==> config.mk <==
export PLATFORM = sky130hd
export DESIGN_NAME = jtpopeye_dwnld_flat
export DESIGN_NICKNAME = d
export VERILOG_FILES = /design/src/rtl/jtpopeye_dwnld_if.sv /design/src/rtl/jtpopeye_dwnld.sv /design/src/flat_wrapper.sv
export SDC_FILE = /design/constraint.sdc
export NUM_CORES = 1
export LEC_CHECK = 0
export CAP_MARGIN = 25
export CORE_ASPECT_RATIO = 0.7
export CORE_UTILIZATION = 45
export DETAILED_ROUTE_END_ITERATION = 6
export GPL_ROUTABILITY_DRIVEN = 0
export HOLD_SLACK_MARGIN = 0.15
export PLACE_DENSITY = 0.84
export REMOVE_ABC_BUFFERS = 1
export SLEW_MARGIN = 25
export SYNTH_ARGS = -nofsm -noshare
export SYNTH_HDL_FRONTEND = slang
export SYNTH_SLANG_ARGS = --single-unit
==> constraint.sdc <==
create_clock -name clk -period 7.2 [get_ports clk]
set_clock_uncertainty 0.1 [all_clocks]
set_input_delay 2.16 -clock clk [delete_from_list [all_inputs] [get_ports clk]]
set_output_delay 2.16 -clock clk [all_outputs]
set_load 0.005 [all_outputs]
==> src/rtl/jtpopeye_dwnld_if.sv <==
// Bus bundle between the MiST I/O download stream, the SDRAM frame and the PROM loaders.
// With JTPOPEYE_DWN_CHECKSUM_EN defined the bundle also carries the running byte checksum.
interface jtpopeye_dwnld_if #(
  parameter int PROM_SLOTS = 4
);
  logic                  downloading;
  logic [21:0]           ioctl_addr;
  logic [7:0]            ioctl_data;
  logic                  ioctl_wr;
  logic                  sdram_ack;
  logic [21:0]           prog_addr;
  logic [7:0]            prog_data;
  logic [1:0]            prog_mask;
  logic                  prog_we;
  logic [PROM_SLOTS-1:0] prom_we;
  logic [7:0]            prom_addr;
  logic [7:0]            prom_data;
  logic                  busy;
  logic                  overflow;
  logic                  dwn_done;
`ifdef JTPOPEYE_DWN_CHECKSUM_EN
  logic [15:0]           checksum;
`endif

  // I/O controller and SDRAM frame side
  modport master (
    output downloading, ioctl_addr, ioctl_data, ioctl_wr, sdram_ack,
    input  prog_addr, prog_data, prog_mask, prog_we,
    input  prom_we, prom_addr, prom_data, busy, overflow, dwn_done
`ifdef JTPOPEYE_DWN_CHECKSUM_EN
    , input checksum
`endif
  );

  // download stage side
  modport slave (
    input  downloading, ioctl_addr, ioctl_data, ioctl_wr, sdram_ack,
    output prog_addr, prog_data, prog_mask, prog_we,
    output prom_we, prom_addr, prom_data, busy, overflow, dwn_done
`ifdef JTPOPEYE_DWN_CHECKSUM_EN
    , output checksum
`endif
  );
endinterface

==> src/rtl/jtpopeye_dwnld.sv <==
// ROM download stage: SDRAM write requests with a one-entry skid, PROM strobes, end-of-download pulse.
// Optional JTPOPEYE_DWN_CHECKSUM_EN adds a 16-bit running sum of every routed byte.
module jtpopeye_dwnld #(
  parameter logic [21:0] PROM_START = 22'h1_A000,
  parameter int          PROM_SLOTS = 4
) (
  input  logic            clk,
  input  logic            rst_n,
  jtpopeye_dwnld_if.slave io
);
  localparam logic [22:0] PROM_END = {1'b0, PROM_START} + 23'(256 * PROM_SLOTS);

  typedef enum logic [1:0] {IDLE, REQ, FULL} state_t;

  state_t      state_q, state_d;
  logic        accept_p0, sdram_p0, prom_p0, ack_p0;
  logic [21:0] off_p0;
  logic [1:0]  mask_p0;
  logic        load_new, load_skid_out, load_skid, ovf_set;
  logic        dl_q, dl_rise, dl_fall, armed_q, fire;
  logic [21:0] skid_addr;
  logic [7:0]  skid_data;
  logic [1:0]  skid_mask;

  assign accept_p0 = io.ioctl_wr & io.downloading;
  assign off_p0    = io.ioctl_addr - PROM_START;
  assign sdram_p0  = accept_p0 && (io.ioctl_addr < PROM_START);
  assign prom_p0   = accept_p0 && !(io.ioctl_addr < PROM_START) && ({1'b0, io.ioctl_addr} < PROM_END);
  assign mask_p0   = io.ioctl_addr[0] ? 2'b01 : 2'b10;
  assign ack_p0    = io.sdram_ack & io.prog_we;
  assign dl_rise   = io.downloading & ~dl_q;
  assign dl_fall   = ~io.downloading & dl_q;

  always_comb begin
    state_d       = state_q;
    load_new      = 1'b0;
    load_skid_out = 1'b0;
    load_skid     = 1'b0;
    ovf_set       = 1'b0;
    case (state_q)
      IDLE: if (sdram_p0) begin
        state_d  = REQ;
        load_new = 1'b1;
      end
      REQ: begin
        if (ack_p0 && sdram_p0) load_new = 1'b1;
        else if (ack_p0)        state_d = IDLE;
        else if (sdram_p0) begin
          state_d   = FULL;
          load_skid = 1'b1;
        end
      end
      FULL: begin
        if (ack_p0) begin
          load_skid_out = 1'b1;
          if (sdram_p0) load_skid = 1'b1;
          else          state_d   = REQ;
        end else if (sdram_p0) begin
          ovf_set = 1'b1;
        end
      end
      default: state_d = IDLE;
    endcase
    // done fires on the cycle the queue empties, so the pulse trails the final ack by one cycle
    fire = (armed_q | dl_fall) & (state_d == IDLE) & ~dl_rise;
  end

  // Stage p0 -> p1: control
  always_ff @(posedge clk or negedge rst_n) begin
    if (!rst_n) begin
      state_q     <= IDLE;
      io.prog_we  <= 1'b0;
      io.busy     <= 1'b0;
      dl_q        <= 1'b0;
      armed_q     <= 1'b0;
      io.overflow <= 1'b0;
      io.dwn_done <= 1'b0;
    end else begin
      state_q     <= state_d;
      io.prog_we  <= state_d != IDLE;
      io.busy     <= state_d != IDLE;
      dl_q        <= io.downloading;
      io.dwn_done <= fire;
      if (dl_rise || fire) armed_q <= 1'b0;
      else if (dl_fall)    armed_q <= 1'b1;
      if (dl_rise)      io.overflow <= 1'b0;
      else if (ovf_set) io.overflow <= 1'b1;
    end
  end

  // Stage p0 -> p1: SDRAM output register
  always_ff @(posedge clk or negedge rst_n) begin
    if (!rst_n) begin
      io.prog_addr <= '0;
      io.prog_data <= '0;
      io.prog_mask <= 2'b11;
    end else if (load_new) begin
      io.prog_addr <= {1'b0, io.ioctl_addr[21:1]};
      io.prog_data <= io.ioctl_data;
      io.prog_mask <= mask_p0;
    end else if (load_skid_out) begin
      io.prog_addr <= skid_addr;
      io.prog_data <= skid_data;
      io.prog_mask <= skid_mask;
    end
  end

  always_ff @(posedge clk) begin
    if (load_skid) begin
      skid_addr <= {1'b0, io.ioctl_addr[21:1]};
      skid_data <= io.ioctl_data;
      skid_mask <= mask_p0;
    end
  end

  // Stage p0 -> p1: PROM strobes
  always_ff @(posedge clk or negedge rst_n) begin
    if (!rst_n) begin
      io.prom_we   <= '0;
      io.prom_addr <= '0;
      io.prom_data <= '0;
    end else begin
      io.prom_we <= prom_p0 ? (PROM_SLOTS'(1) << off_p0[21:8]) : '0;
      if (prom_p0) begin
        io.prom_addr <= off_p0[7:0];
        io.prom_data <= io.ioctl_data;
      end
    end
  end

`ifdef JTPOPEYE_DWN_CHECKSUM_EN
  logic frozen_q;

  always_ff @(posedge clk or negedge rst_n) begin
    if (!rst_n) begin
      io.checksum <= '0;
      frozen_q    <= 1'b0;
    end else begin
      if (dl_rise)   frozen_q <= 1'b0;
      else if (fire) frozen_q <= 1'b1;
      if (dl_rise)
        io.checksum <= (sdram_p0 || prom_p0) ? {8'd0, io.ioctl_data} : 16'd0;
      else if (!frozen_q && (sdram_p0 || prom_p0))
        io.checksum <= io.checksum + {8'd0, io.ioctl_data};
    end
  end
`else
  // checksum feature not built
`endif
endmodule

==> src/flat_wrapper.sv <==
// flat-port wrapper written by rule: the top's interface ports become plain ports
module jtpopeye_dwnld_flat 
#(
  parameter logic [21:0] PROM_START = 22'h1_A000,
  parameter int          PROM_SLOTS = 4
)
  (clk, rst_n, io_downloading, io_ioctl_addr, io_ioctl_data, io_ioctl_wr, io_sdram_ack, io_prog_addr, io_prog_data, io_prog_mask, io_prog_we, io_prom_we, io_prom_addr, io_prom_data, io_busy, io_overflow, io_dwn_done);
  jtpopeye_dwnld_if #(.PROM_SLOTS(PROM_SLOTS)) io_i ();
  input  logic clk;
  input  logic rst_n;
  input wire logic [$bits(io_i.downloading)-1:0] io_downloading;
  input wire logic [$bits(io_i.ioctl_addr)-1:0] io_ioctl_addr;
  input wire logic [$bits(io_i.ioctl_data)-1:0] io_ioctl_data;
  input wire logic [$bits(io_i.ioctl_wr)-1:0] io_ioctl_wr;
  input wire logic [$bits(io_i.sdram_ack)-1:0] io_sdram_ack;
  output wire logic [$bits(io_i.prog_addr)-1:0] io_prog_addr;
  output wire logic [$bits(io_i.prog_data)-1:0] io_prog_data;
  output wire logic [$bits(io_i.prog_mask)-1:0] io_prog_mask;
  output wire logic [$bits(io_i.prog_we)-1:0] io_prog_we;
  output wire logic [$bits(io_i.prom_we)-1:0] io_prom_we;
  output wire logic [$bits(io_i.prom_addr)-1:0] io_prom_addr;
  output wire logic [$bits(io_i.prom_data)-1:0] io_prom_data;
  output wire logic [$bits(io_i.busy)-1:0] io_busy;
  output wire logic [$bits(io_i.overflow)-1:0] io_overflow;
  output wire logic [$bits(io_i.dwn_done)-1:0] io_dwn_done;
  assign io_i.downloading = io_downloading;
  assign io_i.ioctl_addr = io_ioctl_addr;
  assign io_i.ioctl_data = io_ioctl_data;
  assign io_i.ioctl_wr = io_ioctl_wr;
  assign io_i.sdram_ack = io_sdram_ack;
  assign io_prog_addr = io_i.prog_addr;
  assign io_prog_data = io_i.prog_data;
  assign io_prog_mask = io_i.prog_mask;
  assign io_prog_we = io_i.prog_we;
  assign io_prom_we = io_i.prom_we;
  assign io_prom_addr = io_i.prom_addr;
  assign io_prom_data = io_i.prom_data;
  assign io_busy = io_i.busy;
  assign io_overflow = io_i.overflow;
  assign io_dwn_done = io_i.dwn_done;
  jtpopeye_dwnld #(.PROM_START(PROM_START), .PROM_SLOTS(PROM_SLOTS)) u_core (.clk(clk), .rst_n(rst_n), .io(io_i));
endmodule
# After elaboration in Yosys (flattened, before gate mapping)
# Index checks and enable logic that the tools add are counted.
classes:
  n_addsub: 1
  n_lt_le_gt_ge: 2
  eq_ne: 2
  shifts: 1
  muxes: 29
  n_bitwise: 10
  reduce_logical: 12
ops:
  columns: ["cell", "count"]
  rows:
  - ["$lt A22 B17 Y1 const B", 2]
  - ["$mux W22", 2]
  - ["$sub A22 B17 Y22 const B", 1]
  - ["$mux W2", 9]
  - ["$mux W8", 2]
  - ["$shl A1 B14 Y4 const A", 1]
  - ["$mux W1", 12]
  - ["$reduce_bool A2 Y1", 4]
  - ["$and A1 B1 Y1", 6]
  - ["$pmux W2 S3", 1]
  - ["$logic_and A1 B1 Y1", 4]
  - ["$logic_not A2 Y1", 2]
  - ["$mux W4", 1]
  - ["$pmux W1 S2", 2]
  - ["$not A1 Y1", 3]
  - ["$eq A2 B1 Y1 const B", 1]
  - ["$eq A2 B2 Y1 const B", 1]
  - ["$logic_not A1 Y1", 1]
  - ["$logic_or A1 B1 Y1", 1]
  - ["$or A1 B1 Y1", 1]
word_totals:
  regBits: 90
  inputBits: 35
  output_inout_bits: 56
  wordCells: 72

# Logic depth before layout (Yosys ltp)
logic_depth:
  word_depth: 11
  ltp_mapped: 8
  ltp_nobuf: 6

# Worst setup path after synthesis
# No wires, ideal clock.
synth_path:
  path_type: "input to register"
  startpoint: "in io_ioctl_addr[21]"
  endpoint: "reg u_core.skid_addr[0], enable pin"
  setup_ns: 0.391
  t_arrival_ns: 3.964
  required_ns: 6.709
  path_slack_ns: 2.745
  cell_stages: 3
  n_path_buf: 0
  cell_sequence: "or4_4 -> nor4_4 -> and3_1"
synth_via:
  elab_chain_cells: 6
  elab_cells_between_ends: 8
  classes_between: "1 x order compare; 5 x mux; 2 x reduce/logical"
synth_rtl:
  columns: ["element", "line", "rtl"]
  rows:
  - ["start, declared", "flat_wrapper.sv:12", "input wire logic [$bits(io_i.ioctl_addr)-1:0] io_ioctl_addr;"]
  - ["$lt A22 B17 Y1 *", "jtpopeye_dwnld.sv:27", "assign sdram_p0 = accept_p0 && (io.ioctl_addr < PROM_START);"]
  - ["$logic_and A1 B1 Y1 *", "jtpopeye_dwnld.sv:27", null]
  - ["$mux W1", "jtpopeye_dwnld.sv:48, jtpopeye_dwnld.sv:56", null]
  - ["$mux W1", null, null]
  - ["$mux W1", "jtpopeye_dwnld.sv:46", "if (ack_p0 && sdram_p0) load_new = 1'b1;"]
  - ["$pmux W1 S2 *", "jtpopeye_dwnld.sv:40", "case (state_q)"]
  - ["net u_core.load_skid", "jtpopeye_dwnld.sv:19", "logic load_new, load_skid_out, load_skid, ovf_set;"]
  - ["end signal, assigned", "jtpopeye_dwnld.sv:110", "skid_addr <= {1'b0, io.ioctl_addr[21:1]};"]
  - ["end, declared", "jtpopeye_dwnld.sv:21", "logic [21:0] skid_addr;"]
# The timed path passes the listed nets; every way through them passes the cells marked *.
# A chain may end at the register's enable or synchronous reset.

# Final worst setup path
layout_path:
  startpoint: "in io_ioctl_addr[21]"
  endpoint: "reg u_core.skid_addr[14], enable pin"
# Same word-level chain as after synthesis.

==> reports/qor.log <==
INFO  synth          syn-mean-instance-area=13.4um2
INFO  placement      dp.cells=440
INFO  setup_path     worst_setup_path_category=in2reg
INFO  cts            tritoncts_num_sinks=89
INFO  cells_and_area finish.instance_area=4740um2
INFO  timing         timing.final.crit_period=4.35ns
INFO  timing         pin_slew_with_the_least_headroom_to_its_limit=0.950ns
INFO  global_routing grt_usage=19.3%
INFO  cts            cts.htree.levels=3
INFO  timing         max-slew-margin-rel=36.7%
INFO  power_and_ir_drop power-per-cell-area=259nW/um2
INFO  setup_path     timing.critical_path.cells=clkdlybuf4s50_1, or4_4, nor4_4, and3_1, buf_4
INFO  global_routing grt_pass1_wl=12.0mm
INFO  synth          ys_seq_elements=89
INFO  synth          yosys_warnings=0
INFO  setup_path     arrival=4.25ns
INFO  synth          synthTopCellsByCount=56 x sky130_fd_sc_hd__dfrtp_1, 45 x sky130_fd_sc_hd__nand2_1, 31 x sky130_fd_sc_hd__edfxtp_1, 27 x sky130_fd_sc_hd__o21ai_0, 26 x sky130_fd_sc_hd__mux2i_1
INFO  synth          portion_of_synthesized_cell_area_occupied_by_the_leading_cell_type=39.7%
INFO  timing         fmax_achieved=0.230GHz
INFO  setup_path     worst_r2r_endpoint=u_core.skid_addr[14]
INFO  cts            cts-resized-gates=0
INFO  cts            clkSlewWorstSetupHoldPaths=0.08ns
INFO  setup_path     reg2reg_depth=6
INFO  setup_path     setup.worst_path.start_class=input port
INFO  run_status     run_status=completed
INFO  detailed_routing via_count=2333
INFO  synth          most_frequent_cell_after_synthesis=sky130_fd_sc_hd__dfrtp_1
INFO  setup_path     cp-endpoint=u_core.skid_addr[14]
INFO  cells_and_area num_antenna_cells=0
INFO  cells_and_area final_util=63.6%
INFO  timing         setup_viol=0
INFO  flow_run       max_cap_viol_count=0
INFO  cts            clk-insertion-delay-late=0.35ns
INFO  placement      place_area=4520um2
INFO  cts            tritoncts.num_buffers=9
INFO  synth          synth_async_sr_flop_share=65.2%
INFO  cts            number_of_buffers_on_the_longest_clock_path=2
INFO  cells_and_area synthToLayoutAreaGrowth=34.2%
INFO  floorplan      chipHeight=76.1um
INFO  detailed_routing route.final.wire_length=7.49mm
INFO  global_routing number_of_global_route_vias_before_repair=2399
INFO  setup_path     worst_path_max_delay_cell=sky130_fd_sc_hd__or4_4
INFO  cts            cts_root_buffer=sky130_fd_sc_hd__clkbuf_8
INFO  floorplan      start_util=47.4%
INFO  timing         finalCritPeriodShare=60.5%
INFO  detailed_routing drc=0
INFO  detailed_routing vias_per_cell=5.11
INFO  synth          synthDistinctLibCells=34
INFO  global_routing grt_max_degree=59
INFO  timing         finalHoldViolations=0
INFO  cts            tritoncts_clock_tree=built
INFO  detailed_routing drt-wirelength-per-cell=16.4um
INFO  placement      dp_hpwl=4.93mm
INFO  timing         timing_max_transition_violations_final=0
INFO  cells_and_area final_layout_size_suffix_gt1_share=12.3%
INFO  detailed_routing detailedRoute.firstPassIterationCount=5
INFO  synth          synth_area_leaders=sky130_fd_sc_hd__dfrtp_1 40%, sky130_fd_sc_hd__edfxtp_1 26%, sky130_fd_sc_hd__mux2i_1 7.4%
INFO  detailed_routing route.antenna.remaining_nets=0
INFO  setup_path     setup_slack_of_the_most_critical_reg_to_reg_path=4.72ns
INFO  global_routing grt_antenna_before_repair=0
INFO  floorplan      io_pins=91
INFO  synth          flip_flop_cell_with_the_highest_count_after_synthesis=sky130_fd_sc_hd__dfrtp_1
INFO  synth          post-synth-top-area-cell=sky130_fd_sc_hd__dfrtp_1
INFO  global_routing globalRoute.totalOverflow=0
INFO  floorplan      floorplan.die.width=108um
INFO  synth          post_synth_instance_area=3530um2
INFO  floorplan      fp.coreArea=7450um2
INFO  cts            cts_hold_repair.buffers=0
INFO  setup_path     worst_path_fanout_max=31
INFO  timing         rsz0062_at_grt=no
INFO  synth          syn-instance-count=264
INFO  power_and_ir_drop ir_worst_vdd=0.107mV
INFO  setup_path     r2r_start=u_core.state_q[0]
INFO  setup_path     worst_setup_path_end_kind=register
INFO  setup_path     cp.required=7.10ns
INFO  floorplan      floorplan.die_area=8220um2
INFO  power_and_ir_drop total_leakage_power=2.10nW
INFO  placement      port_buffers=89
INFO  min_path       hold_path_class=reg2reg
INFO  timing         fin_tns_setup=0ns
INFO  floorplan      fp-row-count=26
INFO  synth          synth.yosys.seq_area_share=67.5%
INFO  setup_path     setup.worst_path.start=io_ioctl_addr[21]
INFO  synth          number_of_enable_type_register_cells_in_the_synthesized_netlist=31
INFO  cells_and_area finish.net_count=393
INFO  setup_path     critical_path.max_stage_delay=0.58ns
INFO  detailed_routing drt_iter0_markers=140
INFO  cells_and_area finish.cell_count_without_fillers=457
INFO  cts            postCtsSetupRepairBufs=0
[area by class of cell]
type | count | area, um2
timing repair buffer | 93 | 948
multi-input combinational | 155 | 1060
tap | 98 | 123
clock buffer | 11 | 163
fill | 607 | 2710
inverter | 6 | 22.5
clock inverter | 5 | 35.0
sequential | 89 | 2380
[sequential cells by signal, summed over array words and instances, names as in the netlist]
name and flops:
u_core.skid_mask 2, u_core.armed_q 1, u_core.io.prom_data 8, u_core.io.prom_we 4, u_core.io.dwn_done 1, u_core.io.overflow 1
u_core.skid_data 8, u_core.io.prog_addr 21, u_core.io.prog_mask 2, u_core.state_q 2, u_core.io.prog_data 8, u_core.dl_q 1
u_core.io.prog_we 1, u_core.skid_addr 21, u_core.io.prom_addr 8
[cells by family after synthesis]
group / after synthesis / synth area share (%)
AND/OR/NAND/NOR: 64 / 8.57
buffers and inverters: 20 / 2.73
other: 1 / 0.106
AO/OA/AOI/OAI: 42 / 6.69
XOR/XNOR: 1 / 0.248
flip-flops: 89 / 67.5
adder cells (fa/ha/maj): 5 / 1.70
multiplexers: 42 / 12.5
[how the worst min path moves through the flow]
stage	startpoint	endpoint	depth (start not counted)
2_1_floorplan	u_core.io.prom_addr[0]	u_core.io.prom_addr[0]	2
3_3_place_gp	u_core.io.prom_data[4]	u_core.io.prom_data[4]	1
3_5_place_dp	u_core.io.prom_data[4]	u_core.io.prom_data[4]	1
4_1_cts	u_core.io.prom_data[4]	u_core.io.prom_data[4]	1
5_1_grt	u_core.io.prom_data[4]	u_core.io.prom_data[4]	1
6_report	u_core.io.prom_addr[0]	u_core.io.prom_addr[0]	2
[through the flow]
stage	setup WS, ns	total power [mW]	hold WS (ns)
finish	2.85	1.23	0.409
global route	2.72	1.28	0.435
CTS	2.43	1.24	0.414
detailed placement	2.07	0.905	0.394
global placement	2.23	0.890	0.387
floorplan	1.89	0.725	0.373
[worst max-delay path, delay by kind of cell]
kind,cells,cell delay [ns]
and+or+nand+nor,3,1.26
buffers and inverters,2,0.82
[routing by layer]
layer / up-vias / part of all wire (%) / GRT usage [%]
met3: 11 / 9.0 / 8.04
met1: 1133 / 45 / 25.6
li1: 1105 / - / -
met4: 0 / 1.2 / 5.48
met5: - / 0 / 0
met2: 84 / 45 / 29.1
[cell usage in the layout (no fill, tap or decap), types with 2 or more instances in the layout]
cell / count
sky130_fd_sc_hd__o211a_1: 2
sky130_fd_sc_hd__nor2b_1: 2
sky130_fd_sc_hd__mux2i_1: 26
sky130_fd_sc_hd__and3_1: 3
sky130_fd_sc_hd__mux2_2: 16
sky130_fd_sc_hd__dfstp_2: 2
sky130_fd_sc_hd__nor2_1: 3
sky130_fd_sc_hd__dfrtp_1: 56
sky130_fd_sc_hd__nand2_1: 45
sky130_fd_sc_hd__a21oi_1: 8
sky130_fd_sc_hd__a31oi_1: 2
sky130_fd_sc_hd__edfxtp_1: 31
sky130_fd_sc_hd__clkdlybuf4s50_1: 88
sky130_fd_sc_hd__inv_1: 6
sky130_fd_sc_hd__clkbuf_8: 10
sky130_fd_sc_hd__buf_4: 2
sky130_fd_sc_hd__ha_1: 4
sky130_fd_sc_hd__clkinv_2: 2
sky130_fd_sc_hd__o21ai_0: 27
sky130_fd_sc_hd__nor3b_1: 2
[power breakdown]
part | internal [mW] | total, mW | switching, mW
combinational | 0.160 | 0.268 | 0.108
sequential | 0.587 | 0.626 | 0.0389
clock | 0.157 | 0.333 | 0.176
No activity file was read; power rests on OpenSTA's default activity.
